[config.mk]
export PLATFORM = sky130hd
export DESIGN_NAME = melody_sequencer
export DESIGN_NICKNAME = d
export VERILOG_FILES = /design/src/rtl/melody_sequencer.sv
export SDC_FILE = /design/constraint.sdc
export NUM_CORES = 1
export LEC_CHECK = 0
export BUFFER_PORTS_ARGS = -buffer_cell sky130_fd_sc_hd__buf_2
export CORE_MARGIN = 10
export CORE_UTILIZATION = 60
export CTS_CLUSTER_DIAMETER = 150
export DETAILED_ROUTE_END_ITERATION = 8
export GPL_ROUTABILITY_DRIVEN = 0
export PLACE_DENSITY = 0.79
export SYNTH_ARGS = -nofsm -noshare
export SYNTH_HDL_FRONTEND = slang
export SYNTH_SLANG_ARGS = --single-unit
export TNS_END_PERCENT = 20
[constraint.sdc]
create_clock -name sound_clock -period 3.1 [get_ports sound_clock]
set_input_delay 0.465 -clock sound_clock [delete_from_list [all_inputs] [get_ports sound_clock]]
set_output_delay 0.465 -clock sound_clock [all_outputs]
set_load 0.005 [all_outputs]
[src/rtl/melody_sequencer.sv]
// melody_sequencer: RAM-programmed tone sequencer (LOAD/PLAY/GAP) driving a frequency word.
// Optional MELODY_LOOP_EN: `loop` wraps playback to step 0 instead of finishing.
module melody_sequencer #(
    parameter int STEPS     = 16,
    parameter int NOTE_W    = 16,
    parameter int DUR_W     = 4,
    parameter int TICK_DIV  = 4,
    parameter int GAP_TICKS = 1,
    localparam int SW = $clog2(STEPS)
) (
    input  logic              sound_clock,
    input  logic              reset,
    input  logic              wr_en,
    input  logic [SW-1:0]     wr_addr,
    input  logic [4:0]        wr_pitch,
    input  logic [DUR_W-1:0]  wr_dur,
    input  logic [SW:0]       length,
    input  logic              start,
    input  logic              stop,
    input  logic              loop,
    output logic [NOTE_W-1:0] sound,
    output logic              sound_on,
    output logic              busy,
    output logic              done,
    output logic [SW-1:0]     step
);
    localparam int GW = $clog2(GAP_TICKS + 1);
    localparam int CW = (DUR_W > GW ? DUR_W : GW) + 1;
    localparam int PW = TICK_DIV > 1 ? $clog2(TICK_DIV) : 1;

    typedef enum logic [1:0] {IDLE, LOAD, PLAY, GAP} state_t;
    state_t state, nxt;

    logic [4+DUR_W:0] ram [STEPS];
    logic [SW:0]      len, len_n;
    logic [SW-1:0]    step_n;
    logic [CW-1:0]    cnt, cnt_n;
    logic [PW-1:0]    presc, presc_n;
    logic [4:0]       pitch, pitch_n;
    logic             done_n, tick, last_tick, last_step, note_end, wrap;

    function automatic logic [NOTE_W-1:0] pitch_word(input logic [4:0] p);
        logic [10:0] f;
        case (p)
            5'd1:    f = 11'd400;
            5'd2:    f = 11'd423;
            5'd3:    f = 11'd448;
            5'd4:    f = 11'd475;
            5'd5:    f = 11'd503;
            5'd6:    f = 11'd533;
            5'd7:    f = 11'd565;
            5'd8:    f = 11'd599;
            5'd9:    f = 11'd634;
            5'd10:   f = 11'd672;
            5'd11:   f = 11'd712;
            5'd12:   f = 11'd755;
            5'd13:   f = 11'd800;
            5'd14:   f = 11'd847;
            5'd15:   f = 11'd897;
            5'd16:   f = 11'd951;
            5'd17:   f = 11'd1007;
            5'd18:   f = 11'd1067;
            5'd19:   f = 11'd1131;
            5'd20:   f = 11'd1198;
            default: f = 11'd1;
        endcase
        return NOTE_W'(f);
    endfunction

`ifdef MELODY_LOOP_EN
    assign wrap = loop;
`else
    logic unused_loop;
    assign unused_loop = loop;
    assign wrap = 1'b0;
`endif

    // Writes land at the clock edge, so a LOAD of the same address in that cycle still sees old data.
    always_ff @(posedge sound_clock)
        if (wr_en && {1'b0, wr_addr} < (SW+1)'(STEPS)) ram[wr_addr] <= {wr_pitch, wr_dur};

    assign tick      = presc == PW'(TICK_DIV - 1);
    assign last_tick = tick && cnt == CW'(1);
    assign last_step = {1'b0, step} == len - (SW+1)'(1);
    assign note_end  = state == GAP ? last_tick : state == PLAY && GAP_TICKS == 0 && last_tick;

    always_comb begin
        nxt     = state;
        step_n  = step;
        len_n   = len;
        cnt_n   = cnt;
        pitch_n = pitch;
        done_n  = 1'b0;
        case (state)
            IDLE: if (start && length != '0) begin
                nxt    = LOAD;
                step_n = '0;
                len_n  = length > (SW+1)'(STEPS) ? (SW+1)'(STEPS) : length;
            end
            LOAD: begin
                nxt     = PLAY;
                pitch_n = ram[step][4+DUR_W:DUR_W];
                cnt_n   = CW'(ram[step][DUR_W-1:0]) + CW'(1);
            end
            PLAY: if (tick) begin
                cnt_n = last_tick ? CW'(GAP_TICKS) : cnt - CW'(1);
                if (last_tick && GAP_TICKS != 0) nxt = GAP;
            end
            default: if (tick) cnt_n = cnt - CW'(1);
        endcase
        if (note_end) begin
            done_n = last_step && !wrap;
            nxt    = done_n ? IDLE : LOAD;
            step_n = done_n ? step : last_step ? '0 : step + SW'(1);
        end
        if (stop) begin
            nxt    = IDLE;
            step_n = step;
            len_n  = len;
            done_n = 1'b0;
        end
        // Prescaler only runs inside PLAY/GAP so every phase is a whole number of ticks.
        presc_n = (state == PLAY || state == GAP) && !tick && nxt != IDLE ? presc + PW'(1) : '0;
    end

    always_ff @(posedge sound_clock or posedge reset)
        if (reset) begin
            state    <= IDLE;
            step     <= '0;
            len      <= '0;
            cnt      <= '0;
            presc    <= '0;
            pitch    <= '0;
            sound    <= NOTE_W'(1);
            sound_on <= 1'b0;
            busy     <= 1'b0;
            done     <= 1'b0;
        end else begin
            state    <= nxt;
            step     <= step_n;
            len      <= len_n;
            cnt      <= cnt_n;
            presc    <= presc_n;
            pitch    <= pitch_n;
            sound    <= nxt == PLAY ? pitch_word(pitch_n) : NOTE_W'(1);
            sound_on <= nxt == PLAY && pitch_n inside {[5'd1:5'd20]};
            busy     <= nxt != IDLE;
            done     <= done_n;
        end
endmodule
==> metrics.md <==
| Metric | Value |
|---|---|
| First-pass GRT wire length | `~26000 um` |
| Initial DRC count | `521` |
| Area grow syn2layout | `12.7%` |
| Hold Crit Class | `in -> reg` |
| Initial Util | `60.8%` |
| Most frequent cells in the layout | `edfxtp_1 (144), buf_2 (40), dfrtp_1 (34), nor2_1 (32), buf_4 (30)` |
| Combinational Power Share | `approximately 15%` |
| Post-route cell area | `9050 um^2` |
| Critical Path Fanout Max | `12` |
| Cell variety after synth | `78` |
| Max Fclk | `about 0.34 GHz` |
| DRT antenna net count | `0` |
| Worst-path clk slew | `about 0.06 ns` |
| Mux contribution to synthesized area | `a little under an eighth` |
| Placed cells | `738` |
| P_int | `4290 uW` |
| Initial antenna violation count | `0` |
| I/O Buffers | `40` |
| Pin count of the biggest net entering global routing | `32` |
| Synth Cell Area | `8020 um^2` |
| CTS sink count | `181` |
| Synth area leaders | `edfxtp_1 (54%), dfrtp_1 (11%), mux4_2 (4.5%)` |
| Endpoints failing setup | `0` |
| Arr. time, crit path | `~3.3 ns` |
| TritonRoute pass-1 iters | `5` |
| Kind of end point of the critical path | `flop` |
| Via count | `around 4800` |
| PwrDens | `639 nW/um^2` |
| Max Clock Skew | `0.0134 ns` |
| Number of vias per cell | `6.29` |
| TritonCTS clock tree | `built` |
| Register bit count reported by yosys | `181` |
| Dpl ws | `0.241 ns` |
| Hold_buf cts | `0` |
| Part of the Yosys area used for sequential elements | `65.4%` |
| Share of flip-flops with an asynchronous set or reset | `20.4%` |
| Critical Path RT | `between 3 and 4 ns` |
| Post-synthesis adder-cell area fraction | `2.34%` |
| Placed inst area | `8480 um^2` |
| Relative slew slack | `28.4%` |
| Share of cells above drive strength 1 | `between 20% and 30%` |
| Switch Pwr | `~1500 uW` |
| Vias in the first global route | `between 4000 and 5000` |
| Die height | `roughly 140 um` |
| Unrepaired setup endpoints after global routing | `no` |
| Gr usage total | `18.7%` |
| Outcome | `complete, no violations` |
| WL per Instance | `21.7 um` |
| Non-Filler Instances | `769` |
| Clock Latency Late Sink | `0.43 ns` |
| Max Transition Viols Final | `0` |
| Clk pwr share | `35.7%` |
| Setup Buffers After CTS | `0` |
| Core Footprint | `13200 um^2` |
| Final Hold Violating Endpoints | `0` |
| WL final | `16700 um` |
| Fin Setup TNS | `0 ns` |
| CTS root buffer | `clkbuf_16` |
| Simple-Gate Fraction of Synth Area | `about 8.4%` |
| Post-route setup slack | `0.152 ns` |
| Top FF cell, synth | `edfxtp_1` |
| Diodes inserted | `0` |
| Switching share of total power | `about 26%` |
| Die ar. | `18400 um^2` |
| PostCTS Resize Cnt | `0` |
| Crit start category | `flop` |
| Final core utilization | `68.6%` |
| Synth Area in Compound Gates | `7.75%` |
| Post-synth EDFFs | `144` |
| Xor and xnor area share after synthesis | `0.982%` |
| Number of buffers created by CTS | `17` |
| P_leak | `0.00327 uW` |
| CP Class | `reg -> reg` |
| Period utilisation layout | `95.1%` |
| H-Tree Depth | `4` |
| Worst vdd ir | `roughly 0.00039 V` |
| Max-cap viol count | `0` |
| Slew @ Worst Pin | `between 1 and 1.5 ns` |
| Flop pwr share | `between 40% and 50%` |
| Crit path time final | `2.95 ns` |
| Largest family of logic cells by synthesized area | `multiplexers` |
| Commonest non-fill, non-tap cell in the layout | `edfxtp_1` |
| Final HPWL DP | `10900 um` |
| Max Root-Sink Buffers | `2` |
| Placement Rows | `42` |
| I/O Pins | `47` |
| Area share of the largest cell type after synthesis | `53.9%` |
| Synth warn | `0` |
| Drt drc | `0` |
| Remaining Overflow, GRT | `0` |
| Die Width | `136 um` |
| Syn Area/Cell | `15.6 um^2` |
| Synth Instances | `516` |
| Synth area leader | `edfxtp_1` |
| # nets final | `620` |
==> worst max-delay path: stages (launching register included) <==
cell and delay, ns:
dfrtp_4 0.58, buf_4 0.24, and2_1 0.19, a221oi_1 0.32, nand2_1 0.09, and3_1 0.31, inv_2 0.23, ha_1 0.26
a21oi_1 0.08, a31o_2 0.24, a32oi_1 0.19, o21ai_1 0.08
==> registers in the layout, summed over array words and instances (netlist names), 2 cells and up <==
register and count:
presc 2, sound 11, step 4, ram 144, len 5, state 2
cnt 5, pitch 5
==> final cells by class <==
cell class              count  area (um^2)
multi-input cells         294         2500
flip-flops and latches    181         5260
clock buffers              19          433
repair buffers             71          445
well taps                 176          220
inverters                  16         60.1
fillers                   864         4140
clock inverters            12          129
==> power groups by stage <==
stage | Sequential [uW] | Clock, uW | Combinational [uW]
after floorplan | 2880 | 0 | 620
after global placement | 2880 | 0 | 806
after detailed placement | 2890 | 0 | 842
after CTS | 2840 | 2100 | 852
after global routing | 2860 | 2190 | 959
final | 2840 | 2070 | 871
==> cells by family (layout without fill, tap and decap cells) <==
group | after synthesis | in the layout
flip-flops | 181 | 181
AND/OR/NAND/NOR | 123 | 123
AO/OA/AOI/OAI | 87 | 87
multiplexers | 55 | 55
buffers and inverters | 45 | 118
adder cells (fa/ha/maj) | 15 | 15
XOR/XNOR | 9 | 9
other | 1 | 5
==> per-layer routing <==
metal / up-vias / GRT usage, % / routed length [um]
met1: 2470 / 25.5 / 7180
met4: 0 / 7.24 / 377
met3: 36 / 4.08 / 999
li1: 2138 / - / -
met5: - / 0 / 0
met2: 195 / 28.7 / 8160
==> stage by stage <==
stage	hold WS, ns	total power (uW)
6_report	0.288	5780
5_1_grt	0.301	6010
4_1_cts	0.266	5790
3_5_place_dp	0.449	3730
3_3_place_gp	0.429	3690
2_1_floorplan	0.418	3500
==> worst paths after layout <==
check / cells past startpoint / start / slack (ns) / end
setup / recovery: 11 / step[0] / 0.15 / sound[6]
min in group asynchronous: 2 / reset / 0.30 / cnt[2]
hold reg to reg: 1 / presc[0] / 0.45 / presc[0]
max in group asynchronous: 2 / reset / 2.03 / step[0]
setup reg to reg: 11 / step[0] / 0.15 / sound[6]
hold / removal: 2 / stop / 0.29 / done
==> cells in the mapped netlist (8+ instances only) <==
cell and number:
nand3b_1 10, edfxtp_1 144, nor2_1 32, dfrtp_1 36, inv_1 13, o21ai_0 11, mux4_2 16, nor2b_1 12
a21oi_1 17, mux2i_1 25, buf_2 11, mux4_1 10, ha_1 15, nor3_1 12, nand3_1 8, nand2_1 16
buf_4 8
No activity file was read; power rests on OpenSTA's default activity.
